$ cat src/rtl/control_pkg.sv
// Shared encodings for the ARM sequencer: controller states, ALU operation
// codes, condition codes and the data-path select values.
package control_pkg;

  typedef enum logic [4:0] {
    RESET   = 5'd0,
    FETCH1  = 5'd1,
    FETCH2  = 5'd2,
    FETCH3  = 5'd3,
    FETCH4  = 5'd4,
    DECODE  = 5'd5,
    DP      = 5'd6,
    LS_ADDR = 5'd7,
    LD_REQ  = 5'd8,
    LD_WB   = 5'd9,
    ST_DATA = 5'd10,
    ST_REQ  = 5'd11,
    BL_LINK = 5'd12,
    BR      = 5'd13
  } state_t;

  localparam logic [3:0] ALU_AND    = 4'b0000;
  localparam logic [3:0] ALU_SUB    = 4'b0010;
  localparam logic [3:0] ALU_ADD    = 4'b0100;
  localparam logic [3:0] ALU_MOV    = 4'b1101;
  localparam logic [3:0] ALU_PASS_A = 4'b1111;

  typedef enum logic [3:0] {
    COND_EQ = 4'h0, COND_NE = 4'h1, COND_CS = 4'h2, COND_CC = 4'h3,
    COND_MI = 4'h4, COND_PL = 4'h5, COND_VS = 4'h6, COND_VC = 4'h7,
    COND_HI = 4'h8, COND_LS = 4'h9, COND_GE = 4'hA, COND_LT = 4'hB,
    COND_GT = 4'hC, COND_LE = 4'hD, COND_AL = 4'hE, COND_NV = 4'hF
  } cond_t;

  localparam logic [1:0] WRA_RD  = 2'd0;
  localparam logic [1:0] WRA_R15 = 2'd1;
  localparam logic [1:0] WRA_R14 = 2'd2;
  localparam logic [1:0] WRA_RN  = 2'd3;

  localparam logic [1:0] SRA_RN  = 2'd0;
  localparam logic [1:0] SRA_R15 = 2'd1;
  localparam logic [1:0] SRA_R14 = 2'd2;
  localparam logic [1:0] SRA_RD  = 2'd3;

  localparam logic [1:0] SRB_RN  = 2'd0;
  localparam logic [1:0] SRB_R15 = 2'd1;
  localparam logic [1:0] SRB_RD  = 2'd2;
  localparam logic [1:0] SRB_RM  = 2'd3;

  localparam logic [1:0] SISE_ROT8  = 2'd0;
  localparam logic [1:0] SISE_IMM12 = 2'd1;

  localparam logic [1:0] SALUB_MDR     = 2'd0;
  localparam logic [1:0] SALUB_FOUR    = 2'd1;
  localparam logic [1:0] SALUB_BRANCH  = 2'd2;
  localparam logic [1:0] SALUB_SHIFTER = 2'd3;

  localparam logic [1:0] DSIZE_BYTE = 2'b00;
  localparam logic [1:0] DSIZE_WORD = 2'b10;

endpackage

$ cat src/rtl/control_unit_cond_check.sv
// ARM condition-field evaluator: decides whether an instruction executes
// given its condition code and the current N/Z/C/V flags.
module cond_check
  import control_pkg::*;
(
  input  logic [3:0] cond,
  input  logic [3:0] flags,
  output logic       pass
);

  logic n, z, c, v;
  assign n = flags[3];
  assign z = flags[2];
  assign c = flags[1];
  assign v = flags[0];

  always_comb begin
    pass = 1'b0;
    case (cond_t'(cond))
      COND_EQ: pass = z;
      COND_NE: pass = ~z;
      COND_CS: pass = c;
      COND_CC: pass = ~c;
      COND_MI: pass = n;
      COND_PL: pass = ~n;
      COND_VS: pass = v;
      COND_VC: pass = ~v;
      COND_HI: pass = c & ~z;
      COND_LS: pass = ~c | z;
      COND_GE: pass = (n == v);
      COND_LT: pass = (n != v);
      COND_GT: pass = ~z & (n == v);
      COND_LE: pass = z | (n != v);
      COND_AL: pass = 1'b1;
      default: pass = 1'b0;
    endcase
  end

endmodule

$ cat src/rtl/control_unit.sv
// Moore sequencer for the ARM data path: fetch, decode and execute of the
// data-processing, immediate load/store and branch subset.
module control_unit
  import control_pkg::*;
(
  input  logic        CLK,
  input  logic        CLR,
  input  logic [31:0] IR,
  input  logic        MFC,
  input  logic [3:0]  Flags,
  output logic        MFA,
  output logic        RW_RAM,
  output logic        RF_RW,
  output logic        MAR_EN,
  output logic        MDR_EN,
  output logic        IR_EN,
  output logic        SR_EN,
  output logic        SHT_EN,
  output logic        ISE_EN,
  output logic        SGN_EN,
  output logic        SALU,
  output logic        SSAB,
  output logic        SSOP,
  output logic        SMA,
  output logic        STA,
  output logic [1:0]  DataSize,
  output logic [1:0]  WRA,
  output logic [1:0]  SRA,
  output logic [1:0]  SRB,
  output logic [1:0]  SISE,
  output logic [1:0]  SALUB,
  output logic [3:0]  ALUA,
  output logic [4:0]  State
);

  state_t     stateReg, stateNext;
  logic       condPass;
  logic [1:0] lsSize;
  logic       unusedIr;

  // Writeback bit and the low operand fields are consumed by the data path only.
  assign unusedIr = ^{IR[21], IR[19:0]};

  cond_check condCheck (
    .cond  (IR[31:28]),
    .flags (Flags),
    .pass  (condPass)
  );

  assign lsSize = IR[22] ? DSIZE_BYTE : DSIZE_WORD;
  assign State  = stateReg;

  always_ff @(posedge CLK or posedge CLR) begin
    if (CLR) stateReg <= RESET;
    else     stateReg <= stateNext;
  end

  always_comb begin
    stateNext = stateReg;
    case (stateReg)
      RESET:   stateNext = FETCH1;
      FETCH1:  stateNext = FETCH2;
      FETCH2:  stateNext = FETCH3;
      FETCH3:  if (MFC) stateNext = FETCH4;
      FETCH4:  stateNext = DECODE;
      DECODE: begin
        // Unsupported encodings fall back to fetch, behaving as a NOP.
        if (!condPass)                  stateNext = FETCH1;
        else if (IR[27:26] == 2'b00)    stateNext = DP;
        else if (IR[27:25] == 3'b010)   stateNext = LS_ADDR;
        else if (IR[27:25] == 3'b101)   stateNext = IR[24] ? BL_LINK : BR;
        else                            stateNext = FETCH1;
      end
      DP:      stateNext = FETCH1;
      LS_ADDR: stateNext = IR[20] ? LD_REQ : ST_DATA;
      LD_REQ:  if (MFC) stateNext = LD_WB;
      LD_WB:   stateNext = FETCH1;
      ST_DATA: stateNext = ST_REQ;
      ST_REQ:  if (MFC) stateNext = FETCH1;
      BL_LINK: stateNext = BR;
      BR:      stateNext = FETCH1;
      default: stateNext = RESET;
    endcase
  end

  always_comb begin
    MFA      = 1'b0;
    RW_RAM   = 1'b0;
    RF_RW    = 1'b0;
    MAR_EN   = 1'b0;
    MDR_EN   = 1'b0;
    IR_EN    = 1'b0;
    SR_EN    = 1'b0;
    SHT_EN   = 1'b0;
    ISE_EN   = 1'b0;
    SGN_EN   = 1'b0;
    SALU     = 1'b0;
    SSAB     = 1'b0;
    SSOP     = 1'b0;
    SMA      = 1'b0;
    STA      = 1'b0;
    DataSize = DSIZE_BYTE;
    WRA      = WRA_RD;
    SRA      = SRA_RN;
    SRB      = SRB_RN;
    SISE     = SISE_ROT8;
    SALUB    = SALUB_MDR;
    ALUA     = ALU_AND;
    case (stateReg)
      FETCH1: begin
        SRA    = SRA_R15;
        ALUA   = ALU_PASS_A;
        MAR_EN = 1'b1;
      end
      FETCH2: begin
        SRA   = SRA_R15;
        SALUB = SALUB_FOUR;
        ALUA  = ALU_ADD;
        WRA   = WRA_R15;
        RF_RW = 1'b1;
      end
      FETCH3: begin
        MFA      = 1'b1;
        RW_RAM   = 1'b1;
        DataSize = DSIZE_WORD;
        SMA      = 1'b1;
        MDR_EN   = 1'b1;
      end
      FETCH4: IR_EN = 1'b1;
      DP: begin
        SALU   = 1'b1;
        SRA    = SRA_RN;
        SALUB  = SALUB_SHIFTER;
        SHT_EN = 1'b1;
        SSOP   = ~IR[25];
        SRB    = SRB_RM;
        ISE_EN = IR[25];
        SISE   = SISE_ROT8;
        SR_EN  = IR[20];
        // Compare/test opcodes only update flags.
        RF_RW  = (IR[24:23] != 2'b10);
        WRA    = WRA_RD;
      end
      LS_ADDR: begin
        ALUA   = IR[23] ? ALU_ADD : ALU_SUB;
        SALUB  = SALUB_SHIFTER;
        ISE_EN = 1'b1;
        SISE   = SISE_IMM12;
        SHT_EN = 1'b1;
        MAR_EN = 1'b1;
      end
      LD_REQ: begin
        MFA      = 1'b1;
        RW_RAM   = 1'b1;
        DataSize = lsSize;
        SMA      = 1'b1;
        MDR_EN   = 1'b1;
        SGN_EN   = 1'b1;
      end
      LD_WB: begin
        SALUB = SALUB_MDR;
        ALUA  = ALU_MOV;
        WRA   = WRA_RD;
        RF_RW = 1'b1;
      end
      ST_DATA: begin
        SRB    = SRB_RD;
        SSOP   = 1'b1;
        SHT_EN = 1'b1;
        SALUB  = SALUB_SHIFTER;
        ALUA   = ALU_MOV;
        MDR_EN = 1'b1;
      end
      ST_REQ: begin
        MFA      = 1'b1;
        DataSize = lsSize;
      end
      BL_LINK: begin
        SRA   = SRA_R15;
        ALUA  = ALU_PASS_A;
        WRA   = WRA_R14;
        RF_RW = 1'b1;
      end
      BR: begin
        SRA   = SRA_R15;
        SALUB = SALUB_BRANCH;
        ALUA  = ALU_ADD;
        WRA   = WRA_R15;
        RF_RW = 1'b1;
      end
      default: ;
    endcase
  end

endmodule

$ cat config.mk
export PLATFORM = sky130hd
export DESIGN_NAME = control_unit
export DESIGN_NICKNAME = d
export VERILOG_FILES = /design/src/rtl/control_pkg.sv /design/src/rtl/control_unit_cond_check.sv /design/src/rtl/control_unit.sv
export SDC_FILE = /design/constraint.sdc
export NUM_CORES = 1
export LEC_CHECK = 0
export ABC_AREA = 1
export CAP_MARGIN = 20
export CELL_PAD_IN_SITES_DETAIL_PLACEMENT = 0
export CELL_PAD_IN_SITES_GLOBAL_PLACEMENT = 1
export CORE_ASPECT_RATIO = 0.6
export CORE_MARGIN = 4
export CORE_UTILIZATION = 18
export DETAILED_ROUTE_END_ITERATION = 12
export PLACE_DENSITY = 0.78
export SYNTH_ARGS = -nofsm -noshare
export SYNTH_HDL_FRONTEND = slang
export SYNTH_SLANG_ARGS = --single-unit
$ cat constraint.sdc
create_clock -name CLK -period 1.9 [get_ports CLK]
set_input_delay 0.38 -clock CLK [delete_from_list [all_inputs] [get_ports CLK]]
set_output_delay 0.38 -clock CLK [all_outputs]
set_load 0.02 [all_outputs]
==> metrics.md <==
| Metric | Value |
|---|---|
| Reg2reg path depth | `9` |
| Cell area after synthesis | `817 sq um` |
| Post-Synthesis Cells | `159` |
| GR Overflow Total | `0` |
| Fin. Hold Viols | `0` |
| Dpl hpwl | `2710 microns` |
| Register area share after synthesis | `0.123` |
| Slew Viols, Final | `0` |
| Antenna cells | `0` |
| Outcome | `complete, but fails checks` |
| GR Util All Layers | `0.111` |
| Power Density | `1550 nW/um^2` |
| Layout cells sized above 1 | `0.472` |
| YS warnings | `0` |
| Sw frac | `0.491` |
| Synth cell types | `26` |
| P_leak | `0.937 nW` |
| Worst Path Buf+Inv | `4` |
| Vias/cell | `3.95` |
| FP Rows | `18` |
| Place WS | `-0.372 ns` |
| WS Path Type | `reg -> out` |
| Post-layout min period | `2.05 ns` |
| Combinational share of power | `0.864` |
| Number of flip-flops under the largest register name | `4` |
| WP data required | `1.52 ns` |
| Flop pwr share | `0.070` |
| Fmax | `487 MHz` |
| CTS sink count | `4` |
| Fillers | `466` |
| Syn avg cell area | `5.14 sq um` |
| Cts bufs inserted | `3` |
| Largest net degree at the start of global routing | `9` |
| TritonCTS clock tree | `built` |
| Clock network power share | `0.066` |
| WL final | `3380 microns` |
| Worst Hold Class | `in -> async` |
| Net switching power | `1.34 mW` |
| Die Y | `60.2 microns` |
| First-pass GRT wire length | `4980 microns` |
| Crit-path slowest cell | `or4_4` |
| Vias in the first global route | `1,093` |
| Clock root buffer master | `clkbuf_8` |
| Critical path endpoint category | `output pin` |
| Int Pwr | `1.39 mW` |
| Full die area | `5720 sq um` |
| RSZ-0062 raised after global routing | `true` |
| Initial antenna violation count | `0` |
| Critical path depth in cells | `8` |
| Hold_buf cts | `0` |
| #FFs+latches synth | `4` |
| Final Setup Violations | `9` |
| Final ANT Viol Nets | `0` |
| First-pass iteration count of the detailed router | `4` |
| Placeable Area | `4230 sq um` |
| Max Root-Sink Buffers | `2` |
| CP Cell Sequence | `inv_2 > nor2_2 > inv_4 > nor2_4 > nor2_4 > inv_2 > or4_4 > buf_6` |
| DP Area | `1560 sq um` |
| CP max stage delay | `0.48 ns` |
| Total power | `2.72 mW` |
| Initial Utilization | `0.193` |
| Port-buffer cells | `47` |
| Fin crit share | `1.08` |
| Num ports | `75` |
| DRC | `0` |
| Max-Cap Viols | `0` |
| Final WS setup | `-0.152 ns` |
| CP arrival | `1.67 ns` |
| Max VDD drop | `0.724 mV` |
| Critical Path Source Type | `flop` |
| Cell family with most CP delay | `simple AND/OR/NAND/NOR gates` |
| Failing checks | `negative setup slack` |
| Clock slew at the register clock pins of the worst setup and hold paths | `0.03 ns` |
| Worst-path fanout max | `5` |
| Area growth syn-to-layout | `115%` |
| Htree depth | `1` |
| Routed len/inst | `11.0 microns` |
| DRT iter0 DRCs | `45` |
| Worst skew pair latency | `0.22 ns` |
| Placer Congestion | `0.790` |
| Via count | `1,209` |
| # nets final | `287` |
| Worst Clk Skew | `0.00188 ns` |
| Overall die width | `95.0 microns` |
| Final instance area | `1750 sq um` |
==> power groups by stage <==
| stage | clock network, mW | logic, mW | registers, mW |
|---|---|---|---|
| 3_3_place_gp | 0 | 2.05 | 0.185 |
| 4_1_cts | 0.183 | 2.12 | 0.191 |
| 2_1_floorplan | 0 | 0.972 | 0.227 |
| 3_5_place_dp | 0 | 2.07 | 0.184 |
| 5_1_grt | 0.193 | 2.52 | 0.199 |
| 6_report | 0.179 | 2.35 | 0.191 |
==> cell families after synthesis <==
family	share of synthesized area
AO/OA/AOI/OAI	0.118
flip-flops	0.123
buffers and inverters	0.247
AND/OR/NAND/NOR	0.508
other	0.00459
==> area by class of cell <==
cell class	instances	area [sq um]	area share
Timing Repair Buffer	89	762	0.434
Multi-Input combinational cell	116	639	0.364
Inverter	34	133	0.0756
Sequential cell	4	104	0.0592
Tap cell	60	75.1	0.0428
Clock buffer	3	41.3	0.0235
==> placed cells by master, fill, tap and decap left out, types with 2 or more instances in the layout <==
| master | Yosys | layout |
|---|---|---|
| clkbuf_8 | 0 | 3 |
| dlygate4sd2_1 | 0 | 2 |
| clkdlybuf4s50_1 | 0 | 21 |
| nor2_1 | 22 | 13 |
| or2_1 | 2 | 2 |
| inv_2 | 11 | 14 |
| a21oi_1 | 5 | 4 |
| nor2_4 | 1 | 7 |
| nor2_2 | 7 | 10 |
| o21ai_0 | 7 | 2 |
| a21oi_2 | 1 | 2 |
| dfrtp_2 | 0 | 3 |
| nand2_1 | 42 | 40 |
| nand3_2 | 1 | 2 |
| buf_2 | 1 | 7 |
| conb_1 | 1 | 6 |
| o21ai_1 | 1 | 2 |
| inv_1 | 21 | 17 |
| buf_4 | 9 | 43 |
| o21ai_4 | 0 | 2 |
| clkbuf_2 | 0 | 2 |
| inv_4 | 0 | 2 |
| nand3_1 | 13 | 12 |
| nand4_1 | 2 | 2 |
| o21ai_2 | 0 | 2 |
| buf_6 | 0 | 13 |
==> Yosys cell counts <==
master    number  area [sq um]
o21ai_1        1          5.00
o22ai_1        1          6.26
nand3_2        1          10.0
buf_4          9          67.6
nand4_1        2          12.5
nor2_2         7          43.8
nor2_1        22          82.6
or4_1          1          7.51
nor3_1         1          5.00
nor2_4         1          11.3
inv_2         11          41.3
nand3b_1       1          7.51
dfrtp_1        4           100
a21oi_2        1          8.76
o21ai_0        7          35.0
nand2_1       42           158
inv_1         21          78.8
clkinv_1       1          3.75
a21oi_1        5          25.0
a221oi_1       1          8.76
clkinv_2       1          5.00
conb_1         1          3.75
or2_1          2          12.5
buf_2          1          5.00
a211oi_1       1          7.51
nand3_1       13          65.1
==> per-stage QoR <==
step	hold slack, ns	utilization	std cells	setup TNS, ns
after floorplan	0.146	-	164	-0.0744
after global placement	0.577	0.368	292	-4.38
after detailed placement	0.580	0.368	292	-4.47
after CTS	0.350	0.393	302	-0.375
after global routing	0.353	0.414	306	-1.25
final	0.347	0.414	306	-0.411
==> timing repair <==
action / CTS / global route
pin swaps: 6 / 3
setup buffers: 7 / 4
endpoints found under the setup margin: 26 / 24
resized for setup: 125 / 34
==> final timing paths <==
kind / from / endpoint / slack (ns)
min in group CLK: State[0]$_DFFE_PP0P_ / State[0]$_DFFE_PP0P_ / 0.59
min reg2reg: State[0]$_DFFE_PP0P_ / State[0]$_DFFE_PP0P_ / 0.59
min: CLR / State[1]$_DFFE_PP0P_ / 0.35
max reg2reg: State[2]$_DFFE_PP0P_ / State[2]$_DFFE_PP0P_ / 0.19
max in group asynchronous: CLR / State[3]$_DFFE_PP0P_ / 1.38
max: State[0]$_DFFE_PP0P_ / RF_RW / -0.15
==> metal layers <==
metal | vias up | share of wire | GRT usage
li1 | 649 | - | -
met2 | 38 | 0.41 | 0.151
met5 | - | 0 | 0
met4 | 0 | 0.0074 | 0.0123
met3 | 4 | 0.063 | 0.0352
met1 | 518 | 0.52 | 0.171
Note: power is estimated with default switching activity, not from simulation.
